--- src/rtl/fp32_to_bf16.sv ---
// ----------------------------------------------------------------------------
// fp32_to_bf16
//
// Registered IEEE-754 binary32 -> bfloat16 converter with round-to-nearest-even.
// An enabled cycle converts operand_a and registers the 16-bit result together
// with the exception flags of that conversion. With the enable low, both
// registers hold their values.
//
// Ports
//   clk                 in   1   rising-edge clock
//   reset               in   1   synchronous, active-low reset
//   instruction_enable  in   1   convert operand_a on this edge when 1
//   operand_a           in  32   FP32 operand {sign, exp[7:0], mant[22:0]}
//   result              out 16   BF16 result {sign, exp[7:0], mant[6:0]}
//   fpcsr               out  4   flags {NV, OF, UF, NX} of the last conversion
//
// Configuration
//   FP32_TO_BF16_SUBNORMAL_EN  defined: subnormal inputs are rounded like
//                              normals and may produce BF16 subnormals.
//                              undefined: subnormal inputs flush to signed
//                              zero with UF and NX raised.
// ----------------------------------------------------------------------------
module fp32_to_bf16 (
    input  logic        clk,
    input  logic        reset,
    input  logic        instruction_enable,
    input  logic [31:0] operand_a,
    output logic [15:0] result,
    output logic [3:0]  fpcsr
);

    // Operand fields
    logic        sign;
    logic [7:0]  exp_in;
    logic [22:0] mant_in;

    assign sign    = operand_a[31];
    assign exp_in  = operand_a[30:23];
    assign mant_in = operand_a[22:0];

    // Rounding bits relative to the truncated value operand_a[31:16]
    logic guard;
    logic sticky;
    logic lsb;
    logic round_up;
    logic inexact;

    assign guard    = operand_a[15];
    assign sticky   = |operand_a[14:0];
    assign lsb      = operand_a[16];
    assign round_up = guard & (sticky | lsb);
    assign inexact  = guard | sticky;

    // Rounded magnitude {exp, mant}. A mantissa carry ripples into the
    // exponent naturally. For finite inputs the largest value is 7F7F + 1, so
    // the 15-bit sum cannot wrap.
    logic [14:0] rounded_mag;
    logic        overflow;

    assign rounded_mag = operand_a[30:16] + 15'(round_up);
    assign overflow    = (rounded_mag[14:7] == 8'hFF);

    logic [15:0] next_result;
    logic        flag_nv;
    logic        flag_of;
    logic        flag_uf;
    logic        flag_nx;

    // NOTE: every output of this block gets a default first, so no path leaves
    // a signal unassigned and no latch is inferred.
    always_comb begin
        next_result = {sign, rounded_mag};
        flag_nv     = 1'b0;
        flag_of     = 1'b0;
        flag_uf     = 1'b0;
        flag_nx     = 1'b0;

        if (exp_in == 8'hFF) begin
            if (mant_in == 23'd0) begin
                next_result = {sign, 8'hFF, 7'h00};
            end else begin
                // Quiet the NaN and keep the top of the payload; never rounded.
                next_result = {sign, 8'hFF, 1'b1, mant_in[21:16]};
                flag_nv     = ~mant_in[22];
            end
        end else if (exp_in == 8'h00) begin
            if (mant_in == 23'd0) begin
                next_result = {sign, 15'h0000};
            end else begin
`ifdef FP32_TO_BF16_SUBNORMAL_EN
                // Tiny before rounding, so UF tracks NX. Rounding may carry
                // into the smallest normal 0x0080.
                next_result = {sign, rounded_mag};
                flag_nx     = inexact;
                flag_uf     = inexact;
`else
                next_result = {sign, 15'h0000};
                flag_nx     = 1'b1;
                flag_uf     = 1'b1;
`endif
            end
        end else if (overflow) begin
            next_result = {sign, 8'hFF, 7'h00};
            flag_of     = 1'b1;
            flag_nx     = 1'b1;
        end else begin
            flag_nx = inexact;
        end
    end

    // NOTE: state registers use non-blocking assignments so every register
    // samples pre-edge values regardless of evaluation order.
    always_ff @(posedge clk) begin
        if (!reset) begin
            result <= 16'h0000;
            fpcsr  <= 4'b0000;
        end else if (instruction_enable) begin
            result <= next_result;
            fpcsr  <= {flag_nv, flag_of, flag_uf, flag_nx};
        end
    end

endmodule

--- config.mk ---
export PLATFORM = sky130hd
export DESIGN_NAME = fp32_to_bf16
export DESIGN_NICKNAME = d
export VERILOG_FILES = /design/src/rtl/fp32_to_bf16.sv
export SDC_FILE = /design/constraint.sdc
export NUM_CORES = 1
export LEC_CHECK = 0
export CORE_UTILIZATION = 39
export CTS_CLUSTER_SIZE = 20
export DETAILED_ROUTE_END_ITERATION = 12
export GPL_TIMING_DRIVEN = 0
export PLACE_DENSITY_LB_ADDON = 0.15
export SLEW_MARGIN = 30
export SYNTH_ARGS = -nofsm -noshare
export SYNTH_HDL_FRONTEND = slang
export SYNTH_SLANG_ARGS = --single-unit
export TNS_END_PERCENT = 1
--- constraint.sdc ---
create_clock -name clk -period 2.3 [get_ports clk]
set_input_delay 0.345 -clock clk [delete_from_list [all_inputs] [get_ports clk]]
set_output_delay 0.345 -clock clk [all_outputs]
set_load 0.1 [all_outputs]
# [After elaboration in Yosys (flattened, before gate mapping)]
# Cells that the tools add are included.
[classes] addsub=1 n_mul=0 div_mod_pow=0 n_lt_le_gt_ge=0 n_eq_ne=2 shift=0 n_mux=15 bitwise_logic=4 reduce_logical=3
[ops] op="$mux W15" n=3
[ops] op="$logic_not A23 Y1" n=1
[ops] op="$eq A8 B8 Y1 const B" n=2
[ops] op="$add A15 B1 Y15" n=1
[ops] op="$reduce_or A15 Y1" n=1
[ops] op="$mux W1" n=11
[ops] op="$logic_not A8 Y1" n=1
[ops] op="$mux W7" n=1
[ops] op="$or A1 B1 Y1" n=2
[ops] op="$and A1 B1 Y1" n=1
[ops] op="$not A1 Y1" n=1
[word_totals] reg_bits=20 latch_bits=0 ram_bits=0 rom_bits=0 elab_cells=27 memories=0

# [Longest topological paths before layout]
# Gate-level depths: netlist of the first run.
[logic_depth] ltp_word=8 ltp_mapped=10 depth_no_buf=9

# [Worst setup path before layout of the first run]
# No wires, ideal clock.
[synth_timing] path_kind="input to register" startpoint="input operand_a[16]" endpoint="register result[1]" arrival_ns=2.169 required_ns=2.170 setup_slack_ns=0.001 stages=10 path_buffers=1 path_cell_list="and2_1 > ha_1 > clkbuf_1 > or3b_1 > o22ai_1 > nand3_1 > a2111oi_4 > nand2_4 > a32oi_1 > a21oi_1"
[synth_via] elab_chain_len=7 word_cells_on_any_way=9
[synth_lines] item="start: declaration" line_no="27" source="input logic [31:0] operand_a,"
[synth_lines] item="$or A1 B1 Y1" line_no="51" source="assign round_up = guard & (sticky | lsb);"
[synth_lines] item="$and A1 B1 Y1" line_no="51"
[synth_lines] item="$add A15 B1 Y15" line_no="60" source="assign rounded_mag = operand_a[30:16] + 15'(round_up);"
[synth_lines] item="$eq A8 B8 Y1" line_no="61" source="assign overflow = (rounded_mag[14:7] == 8'hFF);"
[synth_lines] item="$mux W15" line_no="102" source="end else if (overflow) begin"
[synth_lines] item="$mux W15" line_no="86" source="end else if (exp_in == 8'h00) begin"
[synth_lines] item="$mux W15 (*)" line_no="78" source="if (exp_in == 8'hFF) begin"
[synth_lines] item="end signal: assignment" line_no="118" source="result <= next_result;"
[synth_lines] item="end: declaration" line_no="28" source="output logic [15:0] result,"
# Every way passes the cells marked *; elsewhere a longest branch is shown, timed or not.
# A chain may end at the register's enable or synchronous reset.

# [Final worst setup path of the first run]
[layout_timing] startpoint="input operand_a[27]" endpoint="register result[1]"
[layout_via] elab_chain_len=5 word_cells_on_any_way=7
[layout_lines] item="$add A15 B1 Y15" line_no="60"
[layout_lines] item="$eq A8 B8 Y1" line_no="61"
[layout_lines] item="$mux W15" line_no="102"
[layout_lines] item="$mux W15" line_no="86"
[layout_lines] item="$mux W15 (*)" line_no="78"
# Marks and branches as above.

==> impl_results.md, run 1 <==
- Min-delay src: operand_a[18]
- ANT nets after route: 0
- DRC viols: 0
- Number of clock sinks seen by CTS: 20
- Maximum clock path buffer count: 2
- Area share of the largest cell type after synthesis: approximately 30%
- Top post-synthesis cells by count: dfxtp_1 (20), o21ai_0 (14), a21oi_1 (13)
- CTS Buf Count: 3
- Async S/R FF share, synth: 0%
- DP Cell Count: 264
- Via count of the first global-routing pass: about 1.4k
- Highest fanout seen on the critical path: 6
- Number of warnings printed during yosys synthesis: 0
- Hold Path Sink: result[2]$_SDFFE_PN0P_
- Pins over their slew limit: 0
- Data required time at the worst endpoint: 2.48 ns
- Total vias in the final route: 1,497
- Max Fclk: 0.4571 GHz
- Slowest cell on the critical path: clkdlybuf4s50_1
- Register bit total from synthesis: 20
- Synthesized instance count: 168
- Worst supply voltage drop on vdd: 0.0003506 V
- LEAKAGE: 0.0007359 uW
- Switching power total: 366.0 uW
- Reg2Reg Launch Point: result[0]$_SDFFE_PN0P_
- Max capacitance violation total: 0
- Area growth from synthesis to layout: 47.61%
- Effective utilization at floorplan: between 40% and 50%
- Share of power burned in registers: 39.6%
- Post-route cell area: 2013 um2
- Post-route fraction of the period consumed by the critical path: 95.11%
- Critical path class: primary input to register
- CP Buf/Inv Count: 1
- # H-tree levels: 1
- Cell row count: 21
- Post-synthesis sequential area ratio: slightly below 30%
- Cells traversed along the worst timing path: clkdlybuf4s50_1 -> nand3_1 -> nor4_2 -> xnor2_1 -> a2111oi_4 -> nand2_4 -> a32oi_2 -> a21oi_1
- Clock network fraction of design power: 21.5%
- P per Cell Area: ~470 nW/um2
- Port bufs: 50
- Register-to-register setup slack: 1.51 ns
- Largest area contributor in the netlist: dfxtp_1
- Combinational power share: 38.9%
- Status: complete, no violations
- Instance count along the most critical hold path: 3
- Critical Path Source Type: primary input
- Count of pins on the block boundary: 55
- Cell-internal power: 585.0 uW
- Inserted Diodes: 0
- Drt first pass iters: 4
- Top cell family by delay on the critical path: compound AO/OA/AOI/OAI gates
- Post-Synthesis Cell Area: 1364 um2
- Count of final setup violators: 0
- Clock Skews: 0 ns
- Dominant synthesized flop cell: dfxtp_1
- Post-DR vias/cell: 5.524
- Capturing point of the worst reg2reg path: result[0]$_SDFFE_PN0P_
- Post-DP HPWL: 3015 um
- Clock transition time at the flip-flop clock pins of the worst setup and hold paths: 0.11 ns
- Clock root buffer: clkbuf_4
- Period minus WS final: 2.188 ns
- Insertion delay to the later sink of the worst-skew pair: 0.30 ns
- Global-route usage over all layers: 22.40%
- Switching Share: slightly below 40%
- Initial drt markers: 70
- Kind of capture point of the worst setup path: register
- Data arrival time of the critical path: 2.37 ns
- Actual slew at the worst max-slew pin: between 0.9 and 1 ns
- Total length of routed wires: 3937 um
- Post-DP Area: 1922 um2
- Most repeated cell in the gate-level netlist after synthesis: dfxtp_1
- Fraction of final layout cells sized beyond drive strength 1: between 10% and 20%
- Final-layout setup total negative slack: 0 ns
- Horizontal extent of the die: 61.14 um
- Maximum single-stage delay on the critical path: 0.59 ns
- Fillcell total: 323
- Number of nets produced by synthesis: 205
- Top area cells in the synthesized netlist: dfxtp_1 (29%), o21ai_0 (5.1%), a21oi_1 (4.8%)
- Post-synth EDFFs: 0
- Overall die area: between 3000 and 4000 um2
- Hold_buf cts: 0
- Worst hold-check path type: primary input to register
- Relative slew slack: 34.79%
- GRT overflow: 0
- R2R depth: 3
- Per-instance average area after synthesis: 8.118 um2
- Post-synthesis cell type count: 42
- Nets: 263
- Placer Congestion: just under 0.9
- Maximum number of pins on one net before global-route repair: 12
- Final hold violation count: 0
- Placeable core region: around 3300 um2
- TritonCTS clock tree: yes
- Antenna violations before repair: 0
- Routed len/inst: 14.53 um
- Non-filler instance count after layout: 271
- Height of the chip: 61.14 um
- First-pass GRT wire length: 6237 um
timing repair:
action | in CTS | in global routing
endpoints found under the hold margin | 0 | 0
gates cloned | 1 | 0
setup endpoints to repair | 9 | 7
resized for setup | 16 | 8
setup buffers | 1 | 2
pin swaps | 4 | 4
stage by stage:
step | hold WS (ns) | total power [uW] | setup slack (ns) | utilization [%]
finish | 0.3609 | 951.0 | 0.1125 | 60.33
global route | 0.3660 | 991.7 | -0.0004508 | 60.33
CTS | 0.3556 | 955.6 | 0.002806 | 60.03
detailed placement | 0.4830 | 748.1 | -0.8256 | 57.59
global placement | 0.4713 | 744.2 | -0.8034 | 57.59
floorplan | 0.4833 | 619.2 | 0.0005589 | -
sequential cells by signal (all words and copies together), names as in the netlist:
| signal | flops |
|---|---|
| fpcsr | 4 |
| result | 16 |
power groups by stage:
stage          clock network (uW)  logic (uW)  registers (uW)
5_1_grt                       223         389             380
2_1_floorplan                   0        86.6             533
3_5_place_dp                    0         364             384
6_report                      204         370             377
3_3_place_gp                    0         361             384
4_1_cts                       211         368             377
per-layer routing:
| layer | global-route usage, % | up-vias | share of wire, % |
|---|---|---|---|
| met2 | 38.98 | 41 | 50 |
| met5 | 0 | - | 0 |
| met3 | 5.462 | 6 | 4.7 |
| met1 | 27.33 | 706 | 44 |
| li1 | - | 744 | - |
| met4 | 6.494 | 0 | 1.2 |
worst register-to-register path: cells and delay by family, from the launching register on:
kind / cells / cell delay [ns]
AO/OA/AOI/OAI: 2 / 0.23
flip-flops: 1 / 0.33
AND/OR/NAND/NOR: 1 / 0.12
cells in the final DEF, fill, tap and decap left out, types with 2 or more instances in the layout:
cell type,n
clkdlybuf4s50_1,42
dfxtp_1,20
o21ai_0,14
nand3_1,12
a21oi_1,12
nand2_1,12
nand4_1,9
a31oi_1,7
inv_1,6
nor4_1,6
buf_4,5
xnor2_1,5
xor2_1,5
nor3_1,5
a21boi_0,5
clkbuf_1,4
and2_1,3
nor2b_1,3
clkbuf_4,3
dlymetal6s2s_1,3
buf_6,2
and3_1,2
clkbuf_2,2
nand4_4,2
o22ai_1,2
mux2i_1,2
nand2b_1,2
dlygate4sd2_1,2
buf_2,2
layout make-up:
class | count | area [um2] | share of cell area, %
plain buffers | 9 | 57.56 | 2.859
well taps | 46 | 57.56 | 2.859
clock buffers | 4 | 36.28 | 1.802
repair buffers | 53 | 513.0 | 25.48
multi-input cells | 133 | 925.9 | 45.99
inverters | 6 | 22.52 | 1.119
flip-flops and latches | 20 | 400.4 | 19.89
how the worst max path moves through the flow:
stage,cells after the start,endpoint,start,slack [ns]
after global routing,9,result[5]$_SDFFE_PN0P_,operand_a[27],-0.0005
after detailed placement,11,result[1]$_SDFFE_PN0P_,operand_a[16],-0.83
final,8,result[1]$_SDFFE_PN0P_,operand_a[27],0.11
after global placement,11,result[1]$_SDFFE_PN0P_,operand_a[16],-0.80
after CTS,8,result[1]$_SDFFE_PN0P_,operand_a[21],0.003
after floorplan,10,result[1]$_SDFFE_PN0P_,operand_a[16],0.0006
cells by family after synthesis:
family                   after synthesis  share of synthesized area, %
AND/OR/NAND/NOR                       70                         32.20
AO/OA/AOI/OAI                         47                         21.74
flip-flops                            20                         29.36
buffers and inverters                 16                         6.146
XOR/XNOR                              10                         6.422
multiplexers                           3                         2.294
adder cells (fa/ha/maj)                2                         1.835
(Power assumes the default switching activity.)
==> run 2: changes to the inputs <==
--- a/config.mk
+++ b/config.mk
@@ -9,6 +9,7 @@
 export CTS_CLUSTER_SIZE = 20
 export DETAILED_ROUTE_END_ITERATION = 12
 export GPL_TIMING_DRIVEN = 0
+export MAX_ROUTING_LAYER = met4
 export PLACE_DENSITY_LB_ADDON = 0.15
 export SLEW_MARGIN = 30
 export SYNTH_ARGS = -nofsm -noshare
==> run 2 against run 1 <==
Effect of this change: flip-flop and latch count unchanged; highest routed layer unchanged; total power decreased by 0.49%; non-clock buffer count decreased by 1; sequential share of layout area increased by 0.087 points; count of clock-buffer cells in the layout unchanged; critical path depth unchanged; clock power about the same; maximum frequency decreased by 1.8%; worst setup slack got worse by 0.039 ns; critical path type unchanged; largest cell class unchanged; first-iteration DRC count increased by 27%; hold slack improved by 0.0073 ns.
==> impl_results.md, run 2 (synthesis gave the netlist of run 1 again) <==
- Hold_buf cts: 0
- Min-delay src: operand_a[18]
- Period minus WS final: 2.227 ns
- Capturing point of the worst reg2reg path: result[0]$_SDFFE_PN0P_
- Post-DP Area: between 1500 and 2000 um2
- Register with the most flip-flops: result
- Register-to-register setup slack: 1.49 ns
- Most frequent cells in the layout: clkdlybuf4s50_1 (42), dfxtp_1 (20), o21ai_0 (14)
- Final core utilization: between 60% and 70%
- Status: complete, no violations
- Fillcell total: 321
- Nets: 261
- Count of pins on the block boundary: 55
- Cells traversed along the worst timing path: clkdlybuf4s50_1 -> nand3_1 -> nor4_2 -> xnor2_1 -> a2111oi_4 -> nand2_4 -> a32oi_2 -> a21oi_1
- Regs by FF count: result x16, fpcsr x4
- Final-layout setup total negative slack: 0 ns
- Post-route fraction of the period consumed by the critical path: 96.81%
- Reg area: 400.4 um2
- Kind of capture point of the worst setup path: register
- Data arrival time of the critical path: about 2.4 ns
- First-pass GRT wire length: approximately 6300 um
- Clock root buffer: clkbuf_4
- Max capacitance violation total: 0
- Effective utilization at floorplan: just over 40%
- Post-route total power: between 900 and 1000 uW
- Top cell family by delay on the critical path: simple AND/OR/NAND/NOR gates
- Antenna violations before repair: 0
- Drt first pass iters: 4
- Final hold violation count: 0
- Height of the chip: around 61 um
- Insertion delay to the later sink of the worst-skew pair: 0.30 ns
- Maximum clock path buffer count: 2
- TritonCTS clock tree: yes
- Routed len/inst: 15.00 um
- Count of final setup violators: 0
- P per Cell Area: 472.1 nW/um2
- ANT nets after route: 0
- Clock transition time at the flip-flop clock pins of the worst setup and hold paths: approximately 0.11 ns
- Port bufs: 50
- DRC viols: 0
- Critical path class: primary input to register
- Maximum number of pins on one net before global-route repair: 12
- Total vias in the final route: 1,524
- Area growth from synthesis to layout: 46.97%
- Instance count along the most critical hold path: 3
- Cell row count: 21
- Via count of the first global-routing pass: 1,374
- Hold Path Sink: result[2]$_SDFFE_PN0P_
- Relative slew slack: 34.37%
- Total area of multi-input combinational cells: just over 900 um2
- Worst hold-check path type: primary input to register
- Total length of routed wires: 4035 um
- Horizontal extent of the die: 61.14 um
- Post-DR vias/cell: 5.665
- Initial drt markers: 89
- Inserted Diodes: 0
- R2R depth: 3
- Most common library cell in the layout ignoring fill and taps: clkdlybuf4s50_1
- Max Fclk: 0.4491 GHz
- GRT overflow: 0
- CTS Buf Count: 3
- Number of clock sinks seen by CTS: 20
- Highest fanout seen on the critical path: 6
- Data required time at the worst endpoint: 2.48 ns
- Post-DP HPWL: 3055 um
- Critical Path Source Type: primary input
- Clock Skews: 0 ns
- Overall die area: ~3700 um2
- Slowest cell on the critical path: clkdlybuf4s50_1
- LEAKAGE: 0.0007292 uW
- Reg2Reg Launch Point: result[0]$_SDFFE_PN0P_
- CP Buf/Inv Count: 1
- Number of flip-flops in the largest register: 16
- Worst supply voltage drop on vdd: 0.0003746 V
- Post-route cell area: 2004 um2
- # H-tree levels: 1
- Placeable core region: 3337 um2
- Global-route usage over all layers: 23.96%
- Placer Congestion: around 0.90
- Actual slew at the worst max-slew pin: 0.9813 ns
- Fraction of final layout cells sized beyond drive strength 1: about an eighth
- Maximum single-stage delay on the critical path: 0.61 ns
- Pins over their slew limit: 0
## run 2: power by group
group / leakage, uW / switching, uW / total (uW) / internal, uW
Sequential: 0.000165 / 9.62 / 377 / 367
Combinational: 0.000543 / 249 / 369 / 120
Clock: 0.0000210 / 104 / 201 / 96.7
## run 2: tightest hold or removal path, cell delays in order
cell and delay (ns):
buf_4 0.15, nand2_1 0.07, a31oi_1 0.07
## run 2: per-stage QoR
stage	setup WS (ns)	hold slack, ns	cells
after floorplan	0.0005589	0.4833	168
final	0.07344	0.3682	269
after CTS	0.01951	0.3549	269
after global routing	-0.04319	0.3654	269
after detailed placement	-0.8213	0.4816	264
after global placement	-0.8081	0.4709	264
## run 2: how the worst max path moves through the flow
stage,startpoint,endpoint,slack (ns),cells past startpoint
2_1_floorplan,operand_a[16],result[1]$_SDFFE_PN0P_,0.0006,10
5_1_grt,operand_a[27],result[3]$_SDFFE_PN0P_,-0.04,9
3_5_place_dp,operand_a[16],result[1]$_SDFFE_PN0P_,-0.82,11
3_3_place_gp,operand_a[16],result[1]$_SDFFE_PN0P_,-0.81,11
6_report,operand_a[27],result[1]$_SDFFE_PN0P_,0.07,8
4_1_cts,operand_a[15],result[5]$_SDFFE_PN0P_,0.02,11
## run 2: cell type report
cell class | count | share of cell area, %
well taps | 46 | 2.871
plain buffers | 9 | 2.871
flip-flops and latches | 20 | 19.98
clock buffers | 4 | 1.810
multi-input cells | 132 | 45.94
inverters | 6 | 1.124
repair buffers | 52 | 25.41
## run 2: what timing repair did
action | 4_1_cts | 5_1_grt
endpoints found under the setup margin | 9 | 10
buffers inserted | 2 | 0
pin swaps | 3 | 5
resized for setup | 15 | 11
## run 2: metal layers
metal  GRT usage (%)  part of all wire [%]  routed length (um)
met2           40.68                    51                2050
met3           4.622                   5.7                 229
met1           28.57                    42                1699
met4           7.143                   1.4                  55
met5               -                     0                   0
==> run 3: changes to the inputs <==
--- a/config.mk
+++ b/config.mk
@@ -5,7 +5,7 @@
 export SDC_FILE = /design/constraint.sdc
 export NUM_CORES = 1
 export LEC_CHECK = 0
-export CORE_UTILIZATION = 39
+export CORE_UTILIZATION = 43
 export CTS_CLUSTER_SIZE = 20
 export DETAILED_ROUTE_END_ITERATION = 12
 export GPL_TIMING_DRIVEN = 0
==> constraint.sdc (replaced) <==
create_clock -name clk -period 2.5 [get_ports clk]
set_input_delay 0.375 -clock clk [delete_from_list [all_inputs] [get_ports clk]]
set_output_delay 0.375 -clock clk [all_outputs]
set_load 0.1 [all_outputs]
==> run 3 against run 2 <==
Effect of this change: die area fell by 9.0%; hold slack improved by 0.036 ns; first-iteration DRC count fell by 55%; count of clock-buffer cells in the layout fell by 1; sequential share of layout area rose by 0.24 points; design area fell by 1.2%; non-clock buffer count fell by 1; largest cell class unchanged; highest routed layer unchanged.
==> impl_results.md, run 3 (synthesis gave the netlist of run 1 again) <==
- DRC viols: 0
- R2R depth: 3
- Nets: ~260
- Fraction of final layout cells sized beyond drive strength 1: between 10% and 20%
- Clock root buffer: clkbuf_4
- TritonCTS clock tree: yes
- Worst supply voltage drop on vdd: 0.0004187 V
- GRT overflow: 0
- Post-DR vias/cell: 5.654
- Cell row count: 20
- Post-route fraction of the period consumed by the critical path: 96.75%
- Via count of the first global-routing pass: 1,433
- Period minus WS final: 2.419 ns
- DP Cell Count: 262
- Regs by FF count: result x16, fpcsr x4
- Setup Slack @ Placement: -0.6552 ns
- Relative slew slack: 34.21%
- Number of clock sinks seen by CTS: 20
- Max capacitance violation total: 0
- Status: complete, no violations
- Maximum clock path buffer count: 2
- Capturing point of the worst reg2reg path: result[0]$_SDFFE_PN0P_
- Critical path class: primary input to register
- Most frequent cells in the layout: clkdlybuf4s50_1 (47), dfxtp_1 (20), o21ai_0 (14)
- First-pass GRT wire length: 6458 um
- Final-layout worst hold slack: 0.4040 ns
- Placer Congestion: 0.8838
- Final worst setup slack: 0.08124 ns
- Data arrival time of the critical path: 2.60 ns
- Inserted Diodes: 0
- Count of final setup violators: 0
- Non-filler instance count after layout: 266
- Hold Path Sink: result[2]$_SDFFE_PN0P_
- Horizontal extent of the die: just under 60 um
- RSZ-0062 raised after global routing: no
- Maximum number of pins on one net before global-route repair: 11
- Hold_buf cts: 0
- Overall die area: 3401 um2
- CTS Buf Count: 3
- Effective utilization at floorplan: 45.04%
- Critical Path Source Type: primary input
- Switching Share: 39.44%
- Highest fanout seen on the critical path: 7
- Reg area: 400.4 um2
- Pins over their slew limit: 0
- P per Cell Area: 421.4 nW/um2
- Combinational power share: 40.9%
- Fillcell total: approximately 270
- LEAKAGE: roughly 0.00069 uW
- Most common library cell in the layout ignoring fill and taps: clkdlybuf4s50_1
- Post-DP HPWL: 3112 um
- Share of power burned in registers: 41.5%
- Clock Skews: 0 ns
- Global-route usage over all layers: 25.36%
- Clock transition time at the flip-flop clock pins of the worst setup and hold paths: 0.11 ns
- Instance count along the most critical hold path: 3
- Initial drt markers: 40
- Count of pins on the block boundary: 55
- Register with the most flip-flops: result
- Antenna violations before repair: 0
- Routed len/inst: 15.37 um
- Height of the chip: 58.32 um
- Switching power total: 329.2 uW
- Kind of capture point of the worst setup path: register
- Cell-internal power: 505.5 uW
- Total area of multi-input combinational cells: about 920 um2
- # H-tree levels: 1
- Total vias in the final route: 1,504
- Number of flip-flops in the largest register: 16
- Max Fclk: slightly above 0.4 GHz
- Placeable core region: 3028 um2
- Clock network fraction of design power: between 10% and 20%
- ANT nets after route: 0
- Min-delay src: operand_a[18]
- Port bufs: 50
- Actual slew at the worst max-slew pin: slightly below 1 ns
- Final hold violation count: 0
- Drt first pass iters: 4
- Reg2Reg Launch Point: result[0]$_SDFFE_PN0P_
- Data required time at the worst endpoint: 2.68 ns
- Insertion delay to the later sink of the worst-skew pair: 0.29 ns
- Area growth from synthesis to layout: 45.23%
- Register-to-register setup slack: 1.72 ns
- Worst hold-check path type: primary input to register
- Total length of routed wires: 4088 um
## run 3: cell types whose count changed in the layout (fill, tap and decap cells not counted), sizes merged
cell	previous run	this run
buf	7	5
clkbuf	11	9
dlymetal6s2s	3	0
clkdlybuf4s50	42	47
nand2	13	14
## run 3: layout make-up
type                            instances  area share (%)
Sequential cell                        20           20.21
Clock buffer                            3           1.137
Multi-Input combinational cell        133           46.56
Buffer                                  9           2.906
Timing Repair Buffer                   51           25.27
Inverter                                6           1.137
Tap cell                               44           2.780
## run 3: how the worst max path moves through the flow
stage	endpoint	depth (start not counted)	slack [ns]	from
6_report	result[1]$_SDFFE_PN0P_	9	0.08	operand_a[25]
5_1_grt	result[1]$_SDFFE_PN0P_	9	0.01	operand_a[25]
4_1_cts	result[1]$_SDFFE_PN0P_	8	0.05	operand_a[20]
3_5_place_dp	result[1]$_SDFFE_PN0P_	11	-0.66	operand_a[16]
3_3_place_gp	result[1]$_SDFFE_PN0P_	11	-0.67	operand_a[16]
2_1_floorplan	result[1]$_SDFFE_PN0P_	10	0.17	operand_a[16]
## run 3: per-stage QoR
step	total power, uW	area [um2]	TNS [ns]	utilization [%]
finish	834.6	1981	0	65.41
detailed placement	689.0	1919	-5.055	63.39
global route	868.4	1981	0	65.41
CTS	832.6	1963	0	64.83
floorplan	569.7	1364	0	-
global placement	685.5	1919	-4.977	63.39
## run 3: worst max-delay path, cell delays in order
cell             delay, ns
clkdlybuf4s50_1       0.57
or3b_1                0.43
o22ai_1               0.15
nand3_1               0.13
a2111oi_4             0.35
buf_4                 0.19
nand2_4               0.07
a32oi_2               0.22
a21oi_1               0.09
## run 3: repair_timing
item                       CTS  global route
pin swaps                    2             0
cloned                       1             0
resized for setup            6             6
buffers inserted             1             0
setup endpoints to repair    9             6
## run 3: per-layer routing
metal / share of wire [%] / GRT usage, % / routed length (um)
met1: 43 / 31.01 / 1756
met2: 50 / 42.36 / 2064
met3: 5.6 / 4.396 / 229
met4: 0.93 / 8.503 / 38
met5: 0 / - / 0
## run 3: power by group through the flow
stage	Sequential (uW)	Combinational, uW	Clock (uW)
5_1_grt	348	358	162
6_report	346	341	147
3_5_place_dp	354	335	0
3_3_place_gp	353	333	0
2_1_floorplan	490	79.7	0
4_1_cts	346	338	148
